`src/rtl/ro_freq_counter.sv`:
```
// Gated ring-oscillator edge counter: enables the RO, resynchronises its output and counts
// rising edges over a programmable window. Define RO_CNT_SAT_EN for a saturating count (default wraps).
module ro_freq_counter #(
  parameter int CNT_W         = 16,
  parameter int WIN_W         = 16,
  parameter int SETTLE_CYCLES = 4,
  parameter int SYNC_STAGES   = 2
) (
  input  logic             clk_i,
  input  logic             rst_i,
  input  logic             start_i,
  input  logic             abort_i,
  input  logic [WIN_W-1:0] window_i,
  input  logic             ro_in_i,
  output logic             ro_enable_o,
  output logic             busy_o,
  output logic             count_valid_o,
  input  logic             count_ready_i,
  output logic [CNT_W-1:0] count_o,
  output logic             overflow_o
);

  localparam int SET_W = $clog2(SETTLE_CYCLES + 1);
  localparam int TMR_W = (WIN_W > SET_W) ? WIN_W : SET_W;

  typedef enum logic [1:0] {
    S_IDLE   = 2'd0,
    S_SETTLE = 2'd1,
    S_COUNT  = 2'd2,
    S_DONE   = 2'd3
  } state_t;

  state_t             state_q, state_d;
  logic [TMR_W-1:0]   timer_q, timer_d;
  logic [WIN_W-1:0]   win_q, win_d;
  logic [CNT_W-1:0]   count_q, count_d;
  logic               ovf_q, ovf_d;
  logic [SYNC_STAGES-1:0] sync_q;
  logic               prev_q;
  logic               edge_det;

  // Synchroniser and edge detector run continuously; only COUNT consumes edge_det.
  always_ff @(posedge clk_i) begin
    if (rst_i) begin
      sync_q <= '0;
      prev_q <= 1'b0;
    end else begin
      sync_q <= {sync_q[SYNC_STAGES-2:0], ro_in_i};
      prev_q <= sync_q[SYNC_STAGES-1];
    end
  end

  assign edge_det = sync_q[SYNC_STAGES-1] & ~prev_q;

  always_ff @(posedge clk_i) begin
    if (rst_i) begin
      state_q <= S_IDLE;
    end else begin
      state_q <= state_d;
    end
  end

  always_comb begin
    state_d = state_q;
    case (state_q)
      S_IDLE: begin
        if (start_i) state_d = S_SETTLE;
      end
      S_SETTLE: begin
        if (abort_i)              state_d = S_IDLE;
        else if (timer_q == '0)   state_d = (win_q == '0) ? S_DONE : S_COUNT;
      end
      S_COUNT: begin
        if (abort_i)              state_d = S_IDLE;
        else if (timer_q == '0)   state_d = S_DONE;
      end
      S_DONE: begin
        if (count_ready_i) state_d = S_IDLE;
      end
      default: state_d = S_IDLE;
    endcase
  end

  always_comb begin
    ro_enable_o   = (state_q == S_SETTLE) || (state_q == S_COUNT);
    busy_o        = (state_q != S_IDLE);
    count_valid_o = (state_q == S_DONE);
    count_o       = count_q;
    overflow_o    = ovf_q;
  end

  // Timer is a down-counter reloaded per phase; its value after the final COUNT cycle is unused.
  always_comb begin
    timer_d = timer_q;
    win_d   = win_q;
    count_d = count_q;
    ovf_d   = ovf_q;
    case (state_q)
      S_IDLE: begin
        if (start_i) begin
          win_d   = window_i;
          timer_d = TMR_W'(SETTLE_CYCLES - 1);
          count_d = '0;
          ovf_d   = 1'b0;
        end
      end
      S_SETTLE: begin
        if (!abort_i) begin
          if (timer_q == '0) timer_d = TMR_W'(win_q) - TMR_W'(1);
          else               timer_d = timer_q - TMR_W'(1);
        end
      end
      S_COUNT: begin
        if (!abort_i) begin
          timer_d = timer_q - TMR_W'(1);
          if (edge_det) begin
            if (count_q == {CNT_W{1'b1}}) begin
              ovf_d = 1'b1;
`ifdef RO_CNT_SAT_EN
              count_d = count_q;
`else
              count_d = '0;
`endif
            end else begin
              count_d = count_q + CNT_W'(1);
            end
          end
        end
      end
      default: ;
    endcase
  end

  always_ff @(posedge clk_i) begin
    if (rst_i) begin
      timer_q <= '0;
      win_q   <= '0;
      count_q <= '0;
      ovf_q   <= 1'b0;
    end else begin
      timer_q <= timer_d;
      win_q   <= win_d;
      count_q <= count_d;
      ovf_q   <= ovf_d;
    end
  end

endmodule

```
`config.mk`:
```
export PLATFORM = sky130hd
export DESIGN_NAME = ro_freq_counter
export DESIGN_NICKNAME = d
export VERILOG_FILES = /design/src/rtl/ro_freq_counter.sv
export SDC_FILE = /design/constraint.sdc
export NUM_CORES = 1
export LEC_CHECK = 0
export ABC_AREA = 1
export ABC_CLOCK_PERIOD_IN_PS = 1500
export CORE_AREA = 2 2 86 88
export DETAILED_ROUTE_END_ITERATION = 12
export DIE_AREA = 0 0 88 90
export PLACE_DENSITY_LB_ADDON = 0.15
export SETUP_SLACK_MARGIN = 0.15
export SLEW_MARGIN = 20
export SYNTH_ARGS = -nofsm -noshare
export SYNTH_HDL_FRONTEND = slang
export SYNTH_SLANG_ARGS = --single-unit
```
`constraint.sdc`:
```
create_clock -name clk_i -period 1.5 [get_ports clk_i]
set_input_delay 0.45 -clock clk_i [delete_from_list [all_inputs] [get_ports clk_i]]
set_output_delay 0.45 -clock clk_i [all_outputs]
set_load 0.05 [all_outputs]
```
[Yosys cells after proc, flatten, opt, wreduce, memory -nomap -nowiden]
Index checks and enable logic that the tools add are counted.
Word-level totals
  flip-flop bits (word level): 54
  input port bits: 22
  logic and storage cells: 59
Operators by class
  bitwise gates (word level): 2
  reductions and logical operators: 12
  muxes and demuxes: 23
  eq/ne operators: 12
  $add $sub $neg: 3
Operators with widths (number)
  16-bit 2-to-1 mux: 8
  16-bit case mux with 3 select lines: 1
  16-bit zero test: 2
  16-bit case mux with 2 select lines: 1
  16-bit by 1-bit subtractor with 16-bit output, second input constant: 2
  16-bit by 1-bit adder with 16-bit output, second input constant: 1
  16-bit == test, second input constant: 1
  2-bit 2-to-1 mux: 6
  4-bit AND reduction: 3
  2-bit != test, second input constant: 4
  2-bit case mux with 4 select lines: 1
  3-bit != test, second input constant: 2
  1-bit 2-to-1 mux: 5
  5-bit AND reduction: 1
  2-bit == test, second input constant: 2
  2-bit by 1-bit != test with 1-bit output, second input constant: 2
  2-bit nonzero test: 2
  3-bit nonzero test: 1
  2-bit by 1-bit == test with 1-bit output, second input constant: 1
  2-bit zero test: 1
  1-bit case mux with 2 select lines: 1
  2-bit AND reduction: 1
  1-bit AND: 1
  1-bit logical OR: 1
  1-bit inverter: 1

[Logic depth before layout (Yosys ltp)]
  word-level depth: 5
  gate-level depth with buffers: 14

[Worst setup path after synthesis]
No wires, ideal clock.
  kind: register to register
  start: register count_q[0], in the netlist count_o[0]
  end: register count_q[15], in the netlist count_o[15]
  period minus slack after synthesis: 1.852 ns
  setup time: 0.129 ns
  data arrival time: 1.724 ns
  path buffers: 0
  data required time: 1.371 ns
  stages on the path, launching flop included: 11
  path slack: -0.352 ns
  path through: dfxtp_1 -> ha_1 -> inv_1 -> nor3_2 -> nand3_1 -> nand2_1 -> inv_2 -> nand2_2 -> inv_2 -> a21oi_1 -> nor2_1
On the way
  longest elaborated chain between the ends: 5
  elaborated cells between the ends (all ways): 6
  those cells by class: add/sub (1); eq/ne (1); mux (4)
Ends and longest elaborated chain
  start: declaration: line 36  | logic [CNT_W-1:0] count_q, count_d;
  start signal: assignment: line 143  | count_q <= count_d;
  16-bit by 1-bit adder with 16-bit output or 16-bit == test (tied branches): line 125, 117
  16-bit 2-to-1 mux *: line 117  | if (count_q == {CNT_W{1'b1}}) begin
  16-bit 2-to-1 mux *: line 116  | if (edge_det) begin
  16-bit 2-to-1 mux *: line 114  | if (!abort_i) begin
  16-bit case mux with 2 select lines *: line 98  | case (state_q)
Every way passes the cells marked *; elsewhere a longest branch is shown, timed or not. The select of a mux whose other input is x is not followed.
A chain may end at the register's enable or synchronous reset.

[Worst setup path after layout]
  start: register timer_q[0]
  end: register timer_q[15]
On the way
  longest elaborated chain between the ends: 4
  elaborated cells between the ends (all ways): 6
  those cells by class: add/sub (1); mux (4); reduce/logical (1)
Ends and longest elaborated chain
  start: declaration: line 34  | logic [TMR_W-1:0] timer_q, timer_d;
  start signal: assignment: line 141  | timer_q <= timer_d;
  16-bit by 1-bit subtractor with 16-bit output or 16-bit zero test (tied branches): line 110, 115, 109
  16-bit 2-to-1 mux: line 109  | if (timer_q == '0) timer_d = TMR_W'(win_q) - TMR_W'(1);
  16-bit 2-to-1 mux: line 108  | if (!abort_i) begin
  16-bit case mux with 3 select lines *: line 98
Marked as above.

==> results.md <==
* Status: finished with violations
* Failing checks: negative setup slack
* Hold wc startpoint: sync_q[0]
* Post-route minimum period at 1710 ps
* WL/cell at 19.2 um
* Worst Setup Start Kind: register
* Gr ovfl total at 0
* Row count at 31
* Peak Freq at 584 MHz
* Initial antenna violation count at 0
* Fraction of layout cells with a size suffix above 1 at 53.8%
* Ys flop type: dfxtp_1
* Nets@finish at 707
* WHS Path Cells at 2
* Yosys top cell by area: dfxtp_1
* Mapped Area at 3370 um^2
* Antenna Diode Count at 0
* Clock Path Buffers at 2
* Layout fillers at 280
* Area grow syn2layout at 84.9%
* Synth warnings at 0
* Port bufs at 41
* Post-Route WL at 14.9 mm
* Hold Path Class: reg2reg
* CORE AREA at 7020 um^2
* Largest net degree at the start of global routing at 22
* CP arrival at 1930 ps
* Cell with the most instances after synthesis: nand2_1
* Post-Route Skew at 18.7 ps
* Post-detail-place hpwl at 7.01 mm
* Final period util at 114%
* FF-to-FF Start: timer_q[0]
* Fin. Hold Viols at 0
* Worst Tran Pin Value at 334 ps
* Post-DP Area at 4730 um^2
* Flop2flop setup slack at -210 ps
* Clock latency on the worst-skew pair at 340 ps
* Dpl ws at -522 ps
* Setup violations, final at 37
* GPL Wtd Cong at 0.898
* Crit path kind: reg2reg
* Final instance area at 6240 um^2
* Critical path required time at 1720 ps
* Antenna Nets Post-Route at 0
* H-tree depth at 2
* Top-Level Pins at 42
* Worst-path fanout max at 4
* Die width at 88 um
* First-pass GRT wire length at 18.0 mm
* Initial core utilization at 48.0%
* EDFF count, synth at 0
* Leak at 2.71 nW
* Flops & latches, synth at 54
* Crit. End Element: register
* Async SR Flop Fraction at 0%
* Sequential cell area at 1150 um^2
* Slew Limit Fails at 0
* Syn_nets at 547
* Largest cells by area after synthesis: dfxtp_1 (32%), nand2_1 (14%), nor2_1 (7.5%), inv_1 (5.1%), nand3_1 (5.0%)
* Top cell type's share of synthesized area at 32.0%
* PwrDens at 2070 nW/um^2
* Max-cap viol count at 0
* Worst Hold Path EP: sync_q[1]
* Synth top cells by count: nand2_1 (125), nor2_1 (67), dfxtp_1 (54)
* Via count at 4556
* Die ar. at 7920 um^2
* Sequential area share after synthesis at 32.0%
* CTS root buffer: clkbuf_8
* GRT Total Usage at 28.3%
* Cells after Synth at 516
* 1st-pass router iterations at 5
* Vias in the first global route at 3955
* Via/cell ratio at 5.87
* Die H at 90 um
* CTS tree: yes
* Worst setup slack after layout at -211 ps
* Max rail drop VDD at 0.00152 V
* Post-synth cell types at 39
* Drt drc at 0
* Initial drt markers at 518
* RSZ-0062 raised after global routing: true
* Worst reg2reg path depth at 12
* Clk slew on worst S/H paths at 110 ps
* Reg2reg end: timer_q[15]
* Area of the multi-input gates at 2710 um^2
* Clock sinks at 54
* Num CTS Buffers at 5
* Mean Syn Cell Area at 6.54 um^2
* Rel. slew slack at 77.6%
-- layout make-up --
class	count	area share (%)
multi-input cells	385	43.4
repair buffers	167	29.5
flip-flops and latches	54	18.4
inverters	63	4.59
well taps	99	1.99
clock buffers	5	1.10
clock inverters	3	1.02
-- where the power goes --
| group | internal [W] | switching (W) |
|---|---|---|
| Clock | 0.000662 | 0.000551 |
| Combinational | 0.00417 | 0.00554 |
| Sequential | 0.00170 | 0.000292 |
| Total | 0.00653 | 0.00638 |
-- worst max path at each step --
| stage | startpoint | end | slack [ps] | depth (start not counted) |
|---|---|---|---|---|
| 2_1_floorplan | state_q[0] | count_o[10] | -40 | 14 |
| 3_3_place_gp | start_i | count_o[11] | -430 | 10 |
| 3_5_place_dp | start_i | count_o[8] | -520 | 12 |
| 4_1_cts | state_q[1] | busy_o | -130 | 5 |
| 5_1_grt | timer_q[0] | timer_q[10] | -300 | 11 |
| 6_report | timer_q[0] | timer_q[15] | -210 | 12 |
-- flip-flops by register name, indices dropped and copies added (netlist names) --
name	cells
overflow_o	1
prev_q	1
state_q	2
timer_q	16
sync_q	2
win_q	16
count_o	16
-- repair_timing --
action                                  in CTS  in global routing
resized for setup                          108                131
cloned                                       1                  3
setup buffers                               33                 21
pin swaps                                   42                 43
hold buffers                                 0                  0
endpoints found under the setup margin      64                 67
-- placed cells by master (no fill, tap or decap), drive strengths merged --
| cell type | n |
|---|---|
| nand3b | 1 |
| buf | 144 |
| xor2 | 14 |
| clkinv | 2 |
| dlygate4sd2 | 2 |
| or2 | 2 |
| clkdlybuf4s50 | 19 |
| inv | 62 |
| clkbuf | 7 |
| nor4 | 2 |
| a31oi | 1 |
| nor2 | 79 |
| a21oi | 43 |
| dfxtp | 54 |
| nand4 | 6 |
| o21ai | 41 |
| nand3 | 35 |
| a211oi | 2 |
| xnor2 | 3 |
| o211ai | 1 |
| ha | 9 |
| o21bai | 2 |
| bufinv | 2 |
| nor3b | 2 |
| a221oi | 1 |
| nand2 | 132 |
| nor3 | 9 |
-- routing by layer --
layer | routed length (um) | GRT usage, % | up-vias
li1 | - | - | 1982
met1 | 5490 | 35.1 | 2122
met2 | 7190 | 48.6 | 342
met3 | 1230 | 4.78 | 110
met4 | 1000 | 10.0 | 0
met5 | 0 | 0 | -
-- metrics by stage --
step	TNS, ps	std cells	power [W]	util (%)	hold slack, ps
2_1_floorplan	-373	516	0.00601	-	388
3_3_place_gp	-14920	710	0.00767	67.4	394
3_5_place_dp	-16490	710	0.00781	67.4	396
4_1_cts	-2210	752	0.0109	79.9	409
5_1_grt	-6500	776	0.0134	88.9	427
6_report	-4700	776	0.0129	88.9	407
-- cell families after synthesis --
logic type	after synthesis	share of synthesized area, %
AO/OA/AOI/OAI	91	15.7
XOR/XNOR	17	4.41
adder cells (fa/ha/maj)	9	3.34
buffers and inverters	77	9.24
flip-flops	54	32.0
AND/OR/NAND/NOR	268	35.3
-- worst max-delay path, stage by stage (launching register included) --
cell	delay (ps)
dfxtp_2	350
inv_4	90
buf_6	100
buf_4	100
nand2_4	50
nor2_4	150
nand2_1	120
nor2_1	170
nand3_1	140
nand3_1	130
nand2_2	80
nand2_4	70
a21oi_2	50
Note: power is estimated with default switching activity, not from simulation.
